==> config.mk <==
export PLATFORM = sky130hd
export DESIGN_NAME = seq_mul_add_flat
export DESIGN_NICKNAME = d
export VERILOG_FILES = /design/src/rtl/seq_mul_add_pkg.sv /design/src/rtl/seq_mul_add_if.sv /design/src/rtl/seq_mul_add_ctrl.sv /design/src/rtl/seq_mul_add.sv /design/src/flat_wrapper.sv
export SDC_FILE = /design/constraint.sdc
export NUM_CORES = 1
export LEC_CHECK = 0
export CORE_MARGIN = 5
export CORE_UTILIZATION = 57
export DETAILED_ROUTE_END_ITERATION = 12
export GPL_TIMING_DRIVEN = 0
export PLACE_DENSITY_LB_ADDON = 0.12
export SYNTH_ARGS = -nofsm -noshare
export SYNTH_HDL_FRONTEND = slang
export SYNTH_SLANG_ARGS = --single-unit
==> constraint.sdc <==
create_clock -name clk -period 5.5 [get_ports clk]
set_input_delay 1.375 -clock clk [delete_from_list [all_inputs] [get_ports clk]]
set_output_delay 1.375 -clock clk [all_outputs]
set_load 0.02 [all_outputs]
==> src/rtl/seq_mul_add_pkg.sv <==
// seq_mul_add_pkg
//   Shared definitions for the sequential multiply-add unit:
//   the controller state encoding and the default datapath width.
package seq_mul_add_pkg;

    localparam int DEFAULT_WIDTH = 32;

    typedef enum logic [1:0] {
        S_IDLE = 2'd0,
        S_RUN  = 2'd1,
        S_DONE = 2'd2
    } state_t;

endpackage

==> src/rtl/seq_mul_add_if.sv <==
// seq_mul_add_if
//   Request/result bundle of the sequential multiply-add unit.
//   master : drives start and the three operands, observes busy/done/result
//   slave  : the unit itself
//   Signals:
//     start              request, accepted only while the unit is idle
//     op_a, op_b, op_c   multiplicand, multiplier, addend (WIDTH bits)
//     busy               unit is running or signalling completion
//     done               one-cycle completion pulse
//     result             last completed (op_a * op_b + op_c) mod 2^WIDTH
interface seq_mul_add_if
    import seq_mul_add_pkg::*;
#(
    parameter int WIDTH = DEFAULT_WIDTH
);

    logic             start;
    logic [WIDTH-1:0] op_a;
    logic [WIDTH-1:0] op_b;
    logic [WIDTH-1:0] op_c;
    logic             busy;
    logic             done;
    logic [WIDTH-1:0] result;

    modport master (
        output start, op_a, op_b, op_c,
        input  busy, done, result
    );

    modport slave (
        input  start, op_a, op_b, op_c,
        output busy, done, result
    );

endinterface

==> src/rtl/seq_mul_add_ctrl.sv <==
// seq_mul_add_ctrl
//   Sequencer of the shift-add multiply-add unit: IDLE -> RUN -> DONE -> IDLE,
//   plus the iteration counter that bounds RUN to WIDTH cycles.
//   Ports:
//     clk, reset   clock and synchronous active-high reset
//     start        request, only honoured in IDLE
//     skip         datapath reports there is nothing left to add; ends RUN now
//                  (tied low when early exit is not built in)
//     busy, done   registered status outputs (busy in RUN and DONE, done in DONE)
//     load         accept strobe: datapath captures the operands on this edge
//     step         datapath performs one shift-add iteration on this edge
//     finish       last RUN edge: datapath loads result on this edge
module seq_mul_add_ctrl
    import seq_mul_add_pkg::*;
#(
    parameter int WIDTH = DEFAULT_WIDTH
) (
    input  logic clk,
    input  logic reset,
    input  logic start,
    input  logic skip,
    output logic busy,
    output logic done,
    output logic load,
    output logic step,
    output logic finish
);

    localparam int CNT_W = $clog2(WIDTH + 1);

    state_t           state;
    logic [CNT_W-1:0] cnt;
    logic             last_iter;

    // The edge seen with cnt == WIDTH-1 carries the final iteration.
    assign last_iter = (cnt == CNT_W'(WIDTH - 1));

    // Strobes are decoded from registered state so the datapath acts on the
    // same edge the FSM transitions on.
    assign load   = (state == S_IDLE) && start;
    assign step   = (state == S_RUN) && !skip;
    assign finish = (state == S_RUN) && (skip || last_iter);

    always_ff @(posedge clk) begin
        if (reset) begin
            state <= S_IDLE;
            cnt   <= '0;
            busy  <= 1'b0;
            done  <= 1'b0;
        end else begin
            done <= 1'b0;
            case (state)
                S_IDLE: begin
                    if (start) begin
                        state <= S_RUN;
                        cnt   <= '0;
                        busy  <= 1'b1;
                    end
                end
                S_RUN: begin
                    cnt <= cnt + CNT_W'(1);
                    if (finish) begin
                        state <= S_DONE;
                        done  <= 1'b1;
                    end
                end
                S_DONE: begin
                    // start is deliberately not sampled here; requests are not queued.
                    state <= S_IDLE;
                    busy  <= 1'b0;
                end
                default: begin
                    state <= S_IDLE;
                    busy  <= 1'b0;
                end
            endcase
        end
    end

endmodule

==> src/rtl/seq_mul_add.sv <==
// seq_mul_add
//   Multi-cycle radix-2 shift-add unit: result = (op_a * op_b + op_c) mod 2^WIDTH,
//   one adder, one multiplier bit per clock.
//   Ports:
//     clk     single clock, all state on the rising edge
//     reset   synchronous, active-high; abandons any operation and clears result
//     bus     seq_mul_add_if.slave (start, op_a/op_b/op_c in; busy, done, result out)
//   Build option:
//     SEQ_MUL_ADD_EARLY_EXIT_EN  when defined, RUN ends as soon as the remaining
//                                multiplier bits are all zero. Results are identical,
//                                only latency changes.
module seq_mul_add
    import seq_mul_add_pkg::*;
#(
    parameter int WIDTH = DEFAULT_WIDTH
) (
    input  logic          clk,
    input  logic          reset,
    seq_mul_add_if.slave  bus
);

    logic [WIDTH-1:0] a_r;
    logic [WIDTH-1:0] b_r;
    logic [WIDTH-1:0] acc;
    logic [WIDTH-1:0] result_r;
    logic [WIDTH-1:0] next_acc;

    logic busy;
    logic done;
    logic load;
    logic step;
    logic finish;
    logic skip;

`ifdef SEQ_MUL_ADD_EARLY_EXIT_EN
    assign skip = (b_r == '0);
`else
    assign skip = 1'b0;
`endif

    // Single adder; the carry out of the top bit is dropped so everything wraps mod 2^WIDTH.
    assign next_acc = b_r[0] ? (acc + a_r) : acc;

    seq_mul_add_ctrl #(
        .WIDTH (WIDTH)
    ) u_ctrl (
        .clk    (clk),
        .reset  (reset),
        .start  (bus.start),
        .skip   (skip),
        .busy   (busy),
        .done   (done),
        .load   (load),
        .step   (step),
        .finish (finish)
    );

    // On a skipped edge b_r is zero, so next_acc equals acc and the same
    // expression serves both the normal final iteration and an early exit.
    always_ff @(posedge clk) begin
        if (reset) begin
            a_r      <= '0;
            b_r      <= '0;
            acc      <= '0;
            result_r <= '0;
        end else begin
            if (load) begin
                a_r <= bus.op_a;
                b_r <= bus.op_b;
                acc <= bus.op_c;
            end else if (step) begin
                acc <= next_acc;
                a_r <= a_r << 1;
                b_r <= b_r >> 1;
            end
            if (finish) begin
                result_r <= next_acc;
            end
        end
    end

    assign bus.busy   = busy;
    assign bus.done   = done;
    assign bus.result = result_r;

endmodule
==> src/flat_wrapper.sv <==
// flat-port wrapper written by rule: the top's interface ports become plain ports
module seq_mul_add_flat import seq_mul_add_pkg::*;
#(
    parameter int WIDTH = DEFAULT_WIDTH
)
  (clk, reset, bus_start, bus_op_a, bus_op_b, bus_op_c, bus_busy, bus_done, bus_result);
  seq_mul_add_if #(.WIDTH(WIDTH)) bus_i ();
  input  logic clk;
  input  logic reset;
  input wire logic [$bits(bus_i.start)-1:0] bus_start;
  input wire logic [$bits(bus_i.op_a)-1:0] bus_op_a;
  input wire logic [$bits(bus_i.op_b)-1:0] bus_op_b;
  input wire logic [$bits(bus_i.op_c)-1:0] bus_op_c;
  output wire logic [$bits(bus_i.busy)-1:0] bus_busy;
  output wire logic [$bits(bus_i.done)-1:0] bus_done;
  output wire logic [$bits(bus_i.result)-1:0] bus_result;
  assign bus_i.start = bus_start;
  assign bus_i.op_a = bus_op_a;
  assign bus_i.op_b = bus_op_b;
  assign bus_i.op_c = bus_op_c;
  assign bus_busy = bus_i.busy;
  assign bus_done = bus_i.done;
  assign bus_result = bus_i.result;
  seq_mul_add #(.WIDTH(WIDTH)) u_core (.clk(clk), .reset(reset), .bus(bus_i));
endmodule
# After elaboration in Yosys (flattened, before gate mapping)
# Index checks and enable logic that the tools add are counted.
# totals
reg_bits	138
inputBits	99
output_inout_bits	34
word_cells	39
# op_classes
n_addsub	2
eq_ne	4
n_mux	15
bitwise	1
reduce_logical	9
# op_table
op	count
32-bit two-way mux	7
32-bit adder	1
6-bit one-hot mux with 2 select lines	1
6-bit by 1-bit adder with 6-bit output, second input constant	1
6-bit by 5-bit == test with 1-bit output, second input constant	1
6-bit two-way mux	1
2-bit AND reduction	3
2-bit two-way mux	2
2-bit != test, second input constant	2
2-bit one-hot mux with 2 select lines	1
2-bit nonzero test	2
2-bit by 1-bit == test with 1-bit output, second input constant	1
1-bit logical AND	2
2-bit logical NOT	1
1-bit two-way mux	2
1-bit one-hot mux with 2 select lines	1
2-bit OR reduction	1
1-bit inverter	1

# Depth between registers and ports, before layout
# Gate-level depths: netlist of the first run.
# depth
word_depth	4
ltp_mapped	12
ltp_nobuf	12

# By module
# From an unflattened synthesis of the first run, not the netlist that was laid out.
# hier_totals
hier_cells	1002
hier_area_um2	8061.5
# by_module_without_submodules
module	instances	cells_each	area_each_um2	seq_area_each_um2
seq_mul_add	1	950	7623.6	2562.5
seq_mul_add_ctrl	1	52	437.9	200.2

# Worst setup path after synthesis of the first run
# No wires, ideal clock.
# synth_timing
path_kind	register to register
startpoint	register u_core.acc[17]
endpoint	register u_core.result_r[31] (netlist: u_core.bus.result[31])
setup_time_ps	88
arrival_time_ps	2721
required_ps	5412
slack_ps	2691
stages_incl_launch_ff	13
n_path_buf	1
synth_period_minus_slack_ps	2809
cell_sequence	dfxtp_1 -> ha_1 -> buf_6 -> and3_4 -> nor2b_4 -> and4b_1 -> a31o_1 -> a2111o_1 -> a31oi_4 -> o21ai_2 -> xnor2_2 -> or3_1 -> a311oi_2
# synth_between
elab_chain_cells	2
# synth_lines
element	line	source
start: declaration	seq_mul_add.sv:24	logic [WIDTH-1:0] acc;
start signal: assignment	seq_mul_add.sv:70	acc <= bus.op_c;
start signal: assignment	seq_mul_add.sv:72	acc <= next_acc;
32-bit adder	seq_mul_add.sv:42	assign next_acc = b_r[0] ? (acc + a_r) : acc;
32-bit two-way mux	seq_mul_add.sv:42	
end signal: assignment	seq_mul_add.sv:77	result_r <= next_acc;
end: declaration	seq_mul_add.sv:25	logic [WIDTH-1:0] result_r;
# No other way between the ends.
# A chain may end at the register's enable or synchronous reset.

# Final worst setup path of the first run
# layout_timing
startpoint	input port bus_start
endpoint	register u_core.a_r[29]
# layout_between
elab_chain_cells	2
elab_cells_between_ends	3
classes_between	1 x mux; 2 x reduce/logical
# layout_lines
element	line	source
start: declaration	flat_wrapper.sv:10	input wire logic [$bits(bus_i.start)-1:0] bus_start;
1-bit logical AND (*)	seq_mul_add_ctrl.sv:40	assign load = (state == S_IDLE) && start;
32-bit two-way mux or 2-bit nonzero test (tied branches)	n/a	
end signal: assignment	seq_mul_add.sv:68	a_r <= bus.op_a;
end signal: assignment	seq_mul_add.sv:73	a_r <= a_r << 1;
end: declaration	seq_mul_add.sv:22	logic [WIDTH-1:0] a_r;
# Every way passes the cells marked *; elsewhere a longest branch is shown, timed or not.

==> results of run 1 <==
[final cells by class]
type / instances / area share, %
Clock buffer: 22 / 4.87
Sequential cell: 138 / 29.6
Tap cell: 172 / 2.31
Clock inverter: 10 / 1.26
Buffer: 65 / 3.49
Timing Repair Buffer: 131 / 14.1
Multi-Input combinational cell: 668 / 44.0
Inverter: 8 / 0.322
[stage by stage]
stage	hold WS, ns	cell area [sq um]	power, uW	cells
after floorplan	0.437	7220	1380	879
after global placement	0.443	8750	1550	1182
after detailed placement	0.447	8750	1550	1182
after CTS	0.455	9320	2670	1214
after global routing	0.471	9320	2770	1214
final	0.454	9320	2680	1214
[registers in the layout (all words and copies together) (netlist names)]
name and flops:
u_core.a_r 32, u_core.acc 32, u_core.b_r 32, u_core.bus.result 32, u_core.u_ctrl.cnt 6, u_core.u_ctrl.state 2, u_core.u_ctrl.busy 1, u_core.u_ctrl.done 1
[worst min-delay path, cell delays in order, from the launching register on]
cell and delay, ns:
dfxtp_1 0.31, nand2_1 0.05, a21oi_1 0.05
[cell usage after synthesis, types with 4 or more instances]
| master | n | area share [%] |
|---|---|---|
| nand3_1 | 18 | 1.2 |
| buf_2 | 5 | 0.35 |
| a221oi_1 | 9 | 1.1 |
| o211ai_1 | 4 | 0.42 |
| a21o_1 | 10 | 1.0 |
| clkbuf_1 | 50 | 2.6 |
| o21ai_0 | 17 | 1.2 |
| nand2b_1 | 4 | 0.35 |
| o21ai_1 | 10 | 0.69 |
| a22oi_1 | 85 | 8.8 |
| xor2_1 | 7 | 0.85 |
| ha_1 | 32 | 5.5 |
| o21a_1 | 4 | 0.42 |
| a21oi_1 | 138 | 9.6 |
| inv_1 | 8 | 0.42 |
| nand2_1 | 123 | 6.4 |
| dfxtp_1 | 138 | 38 |
| clkbuf_8 | 6 | 1.1 |
| a31oi_1 | 5 | 0.43 |
| nor2b_1 | 4 | 0.35 |
| a211oi_1 | 23 | 2.4 |
| nor2_1 | 74 | 3.8 |
| mux2i_1 | 12 | 1.7 |
| xnor2_1 | 18 | 2.2 |
| nor3_1 | 12 | 0.83 |
[power groups by stage]
stage               logic (uW)  clock network, uW  registers, uW
detailed placement         440                  0           1110
global route               490               1180           1100
CTS                        445               1130           1090
finish                     452               1130           1100
global placement           433                  0           1110
floorplan                  281                  0           1100
[path summary, 6_finish.rpt]
kind	startpoint	to	slack, ns
max	bus_start	u_core.a_r[29]	1.75
min	u_core.b_r[1]	u_core.b_r[1]	0.45
max reg2reg	u_core.acc[0]	u_core.bus.result[30]	2.29
min reg2reg	u_core.b_r[1]	u_core.b_r[1]	0.45
[metal layers]
layer	track usage [%]	routed length, microns	share of wire (%)	vias up
met5	0	0	0	-
met3	9.12	1980	8.5	54
met2	50.3	10900	47	316
met4	11.5	663	2.9	0
met1	37.7	9670	42	3455
li1	-	-	-	3516
[cells by family (layout without fill, tap and decap cells)]
logic type               after synthesis  in the layout  share of synthesized area [%]
adder cells (fa/ha/maj)               33             33                           5.82
XOR/XNOR                              26             26                           3.26
multiplexers                          14             14                           1.98
AO/OA/AOI/OAI                        334            334                           30.1
buffers and inverters                 73            236                           4.92
AND/OR/NAND/NOR                      261            261                           15.7
flip-flops                           138            138                           38.3
==> results.yml, run 1 <==
synthesis:
  synth-edff-count: 0
  syn_avg_cell_area_sq_um: 8.21
  synth_async_sr_flop_share_pct: 0
  synthCells: 879
  ys_ff_latch: 138
  synth_ff_type: "dfxtp_1"
  syn-num-nets: 1011
  synth.distinct_cells: 68
  yosysWarnings: 0
  syn_area_sq_um: 7220
  yosysSeqAreaShare_pct: 38.3
clocking:
  htree_levels: 4
  clk_latency_ns: 0.43
  cts_inserted_buffers: 17
  cts_tree: "done"
  post-cts-setup-buffers: 0
  cts_hold_buf: 0
  clk_pin_slew_ns: 0.06
  cts.sinks: 138
  clockBufferDepth: 2
  cts_resized: 0
  cts_root_buf: "clkbuf_16"
grt:
  grt_pass1_wl_microns: 35500
  grt_pass1_vias: 6958
  grt_usage_pct: 30.5
  antenna_found_initial: 0
  gr-total-overflow: 0
  grt_max_degree: 17
floorplanning:
  start_util_pct: 57.7
  die-area_sq_um: 15000
  pin_count: 133
  die_w_microns: 123
  core-area_sq_um: 12500
  rows: 41
  dieHeight_microns: 123
timing:
  fin_crit_ns: 3.75
  setup_tns_ns: 0
  hold_viol: 0
  finClkSkew_ns: 0.00859
  slew_headroom_pct: 27.3
  post-route-period-util_pct: 68.3
  finalSetupViolCount: 0
  setup_ws_ns: 1.75
  drv_slew: 0
  tightest_slew_ns: 1.09
  rsz0062_at_grt: "no"
  max_clock_freq_ghz: 0.266
power:
  leakage_uw: 0.00349
  vdd_ir_drop_max_uv: 229
  p_int_uw: 1930
  pwr-share-comb_pct: 16.9
  pwr-share-seq_pct: 40.9
  swShare_pct: 28.0
  p_per_area_nw_per_um2: 288
  switching_power_uw: 752
  p_clk_share_pct: 42.2
placement:
  globalplace.congestion: 0.952
  portBuffers: 131
  post-place-ws_ns: 1.40
  dp_hpwl_microns: 16400
run_status:
  outcome: "finished, final reports clean"
job:
  maxCapViolations: 0
critical_path:
  path_cells: "clkdlybuf4s50_1 -> nor3b_1 -> clkbuf_1 -> buf_1 -> a22oi_1 -> a21oi_1"
  critPathSlowestCell: "nor3b_1"
  crit_buf_inv: 3
  crit_path_end_kind: "flop"
  critPathMaxStageDelay_ns: 0.89
  path_delay_family: "buffers and inverters"
  cp_num_cells: 6
  worstSetupStartpointType: "primary input"
  path_max_fanout: 10
  path_class: "in -> reg"
  r2r_cells: 12
  worstPathRequired_ns: 5.86
  cp_data_arrival_time_ns: 4.11
route:
  vias: 7341
  viasPerCell: 6.05
  ant_nets: 0
  drcViolationCount: 0
  wl_microns: 23200
  drt_iter0_drc: 685
  wl_per_cell_microns: 19.1
  drtPass1Iterations: 7
min_path:
  hold_class: "reg -> reg"
  holdPathStages: 2
cells_and_area:
  regArea_sq_um: 2760
  drive_gt1_share_pct: 5.37
  final_cell_mix: "a21oi_1 (138), dfxtp_1 (138), clkdlybuf4s50_1 (131)"
  antenna_cells: 0
  syn2layout_area_growth_pct: 29.1
  multiInputGateArea_sq_um: 4100
  nets: 1161
  finish.utilization_pct: 74.5
  nFillCells: 1039
(Power assumes the default switching activity.)
==> run 2: changes to the inputs <==
CORE_UTILIZATION = 53   (was 57)
clock period = 3.8 ns   (was 5.5 ns; I/O delays follow)
==> run 2 against run 1 <==
Compared with the run above: clock skew down 0.0026 ns; combinational power is 44% higher; clock power up 40%; wire length fell by 0.47%; die area increased by 6.9%; worst hold slack about the same.
==> results.yml, run 2 (synthesized netlist as in run 1, its figures left out) <==
timing:
  setup_ws_ns: 0.608
  drv_slew: 0
  tightest_slew_ns: 0.913
  max_clock_freq_ghz: 0.313
  finalSetupViolCount: 0
  hold_viol: 0
  slew_headroom_pct: 38.9
  post-route-period-util_pct: 84.0
  fin_crit_ns: 3.19
  finClkSkew_ns: 0.00598
  rsz0062_at_grt: "no"
placement:
  dp_hpwl_microns: 16600
  post-place-ws_ns: 0.294
  portBuffers: 131
  dpl.cell_count: 1186
  globalplace.congestion: 0.924
grt:
  grt_max_degree: 17
  grt_pass1_vias: 7156
  grt_usage_pct: 28.7
  gr-total-overflow: 0
  antenna_found_initial: 0
  grt_pass1_wl_microns: 37000
critical_path:
  r2r_cells: 12
  crit_path_end_kind: "flop"
  path_max_fanout: 3
  worstPathRequired_ns: 4.10
  worstSetupStartpointType: "flop"
  cp_data_arrival_time_ns: 3.49
  path_class: "reg -> reg"
cells_and_area:
  nets: 1161
  antenna_cells: 0
  nFillCells: 1143
  fin_cells: 1217
  drive_gt1_share_pct: 5.48
  final_cell_mix: "a21oi_1 (138), dfxtp_1 (138), clkdlybuf4s50_1 (131)"
  syn2layout_area_growth_pct: 29.0
floorplanning:
  core-area_sq_um: 13300
  rows: 42
  start_util_pct: 54.3
  die-area_sq_um: 16100
  pin_count: 133
  dieHeight_microns: 127
  die_w_microns: 127
route:
  wl_microns: 23100
  wl_met2_microns: 10600
  wl_met3_microns: 1730
  top_layer_used: "met4"
  drt_iter0_drc: 794
  vias: 7421
  ant_nets: 0
  drcViolationCount: 0
  drtPass1Iterations: 5
  drt-met1-wl_microns: 10000
  viasPerCell: 6.10
  wl_per_cell_microns: 18.9
clocking:
  post-cts-setup-buffers: 0
  cts.sinks: 138
  clockBufferDepth: 2
  htree_levels: 4
  clk_pin_slew_ns: 0.06
  cts_resized: 0
  cts_root_buf: "clkbuf_16"
  cts_inserted_buffers: 17
  cts_tree: "done"
  cts_hold_buf: 0
  clk_latency_ns: 0.42
power:
  vdd_ir_drop_max_uv: 322
  p_per_area_nw_per_um2: 410
  leakage_uw: 0.00350
  finalPower_uw: 3820
min_path:
  hold_class: "reg -> reg"
  holdPathStages: 2
job:
  maxCapViolations: 0
run_status:
  outcome: "finished, final reports clean"
run 2: power by group:
| group | leakage (uW) | switching, uW | internal [uW] | total (uW) |
|---|---|---|---|---|
| Sequential | 0.00113 | 61.9 | 1520 | 1590 |
| Combinational | 0.00210 | 368 | 284 | 653 |
| Clock | 0.000276 | 621 | 962 | 1580 |
| Total | 0.00350 | 1050 | 2770 | 3820 |
run 2: path summary, 6_finish.rpt:
check                                    start                     to  slack, ns
worst min register to register  u_core.b_r[12]         u_core.b_r[12]       0.45
worst max-delay path             u_core.a_r[0]  u_core.bus.result[30]       0.61
worst max register to register   u_core.a_r[0]  u_core.bus.result[30]       0.61
worst min-delay path            u_core.b_r[12]         u_core.b_r[12]       0.45
run 2: metal layers:
metal,up-vias,track usage (%)
met5,-,0
met4,0,10.7
met3,57,6.77
met2,313,45.0
met1,3530,38.6
li1,3521,-
run 2: layout make-up:
type                    instances  area, sq um  area share, %
clock buffers                  24          492           5.28
inverters                       8         30.0          0.322
flip-flops and latches        138         2760           29.7
multi-input cells             668         4110           44.1
clock inverters                 7         66.3          0.712
well taps                     176          220           2.36
plain buffers                  65          325           3.49
repair buffers                131         1310           14.1
run 2: critical path: stages (launching register included):
cell and delay [ns]:
dfxtp_1 0.33, ha_1 0.22, fa_1 0.40, a21o_1 0.20, a31oi_1 0.32, nor3_1 0.17, o2111a_2 0.32, o21ai_1 0.20
a21boi_1 0.12, o21ai_1 0.17, nand2b_1 0.12, xnor2_1 0.14, a2111oi_1 0.35
run 2: stage by stage:
step                hold slack, ns  TNS, ns  util, %  cell area (sq um)
floorplan                    0.437        0        -               7220
global placement             0.442   -13.45     65.8               8750
detailed placement           0.447        0     65.9               8760
CTS                          0.455        0     70.1               9320
global route                 0.466        0     70.1               9320
finish                       0.454        0     70.1               9320
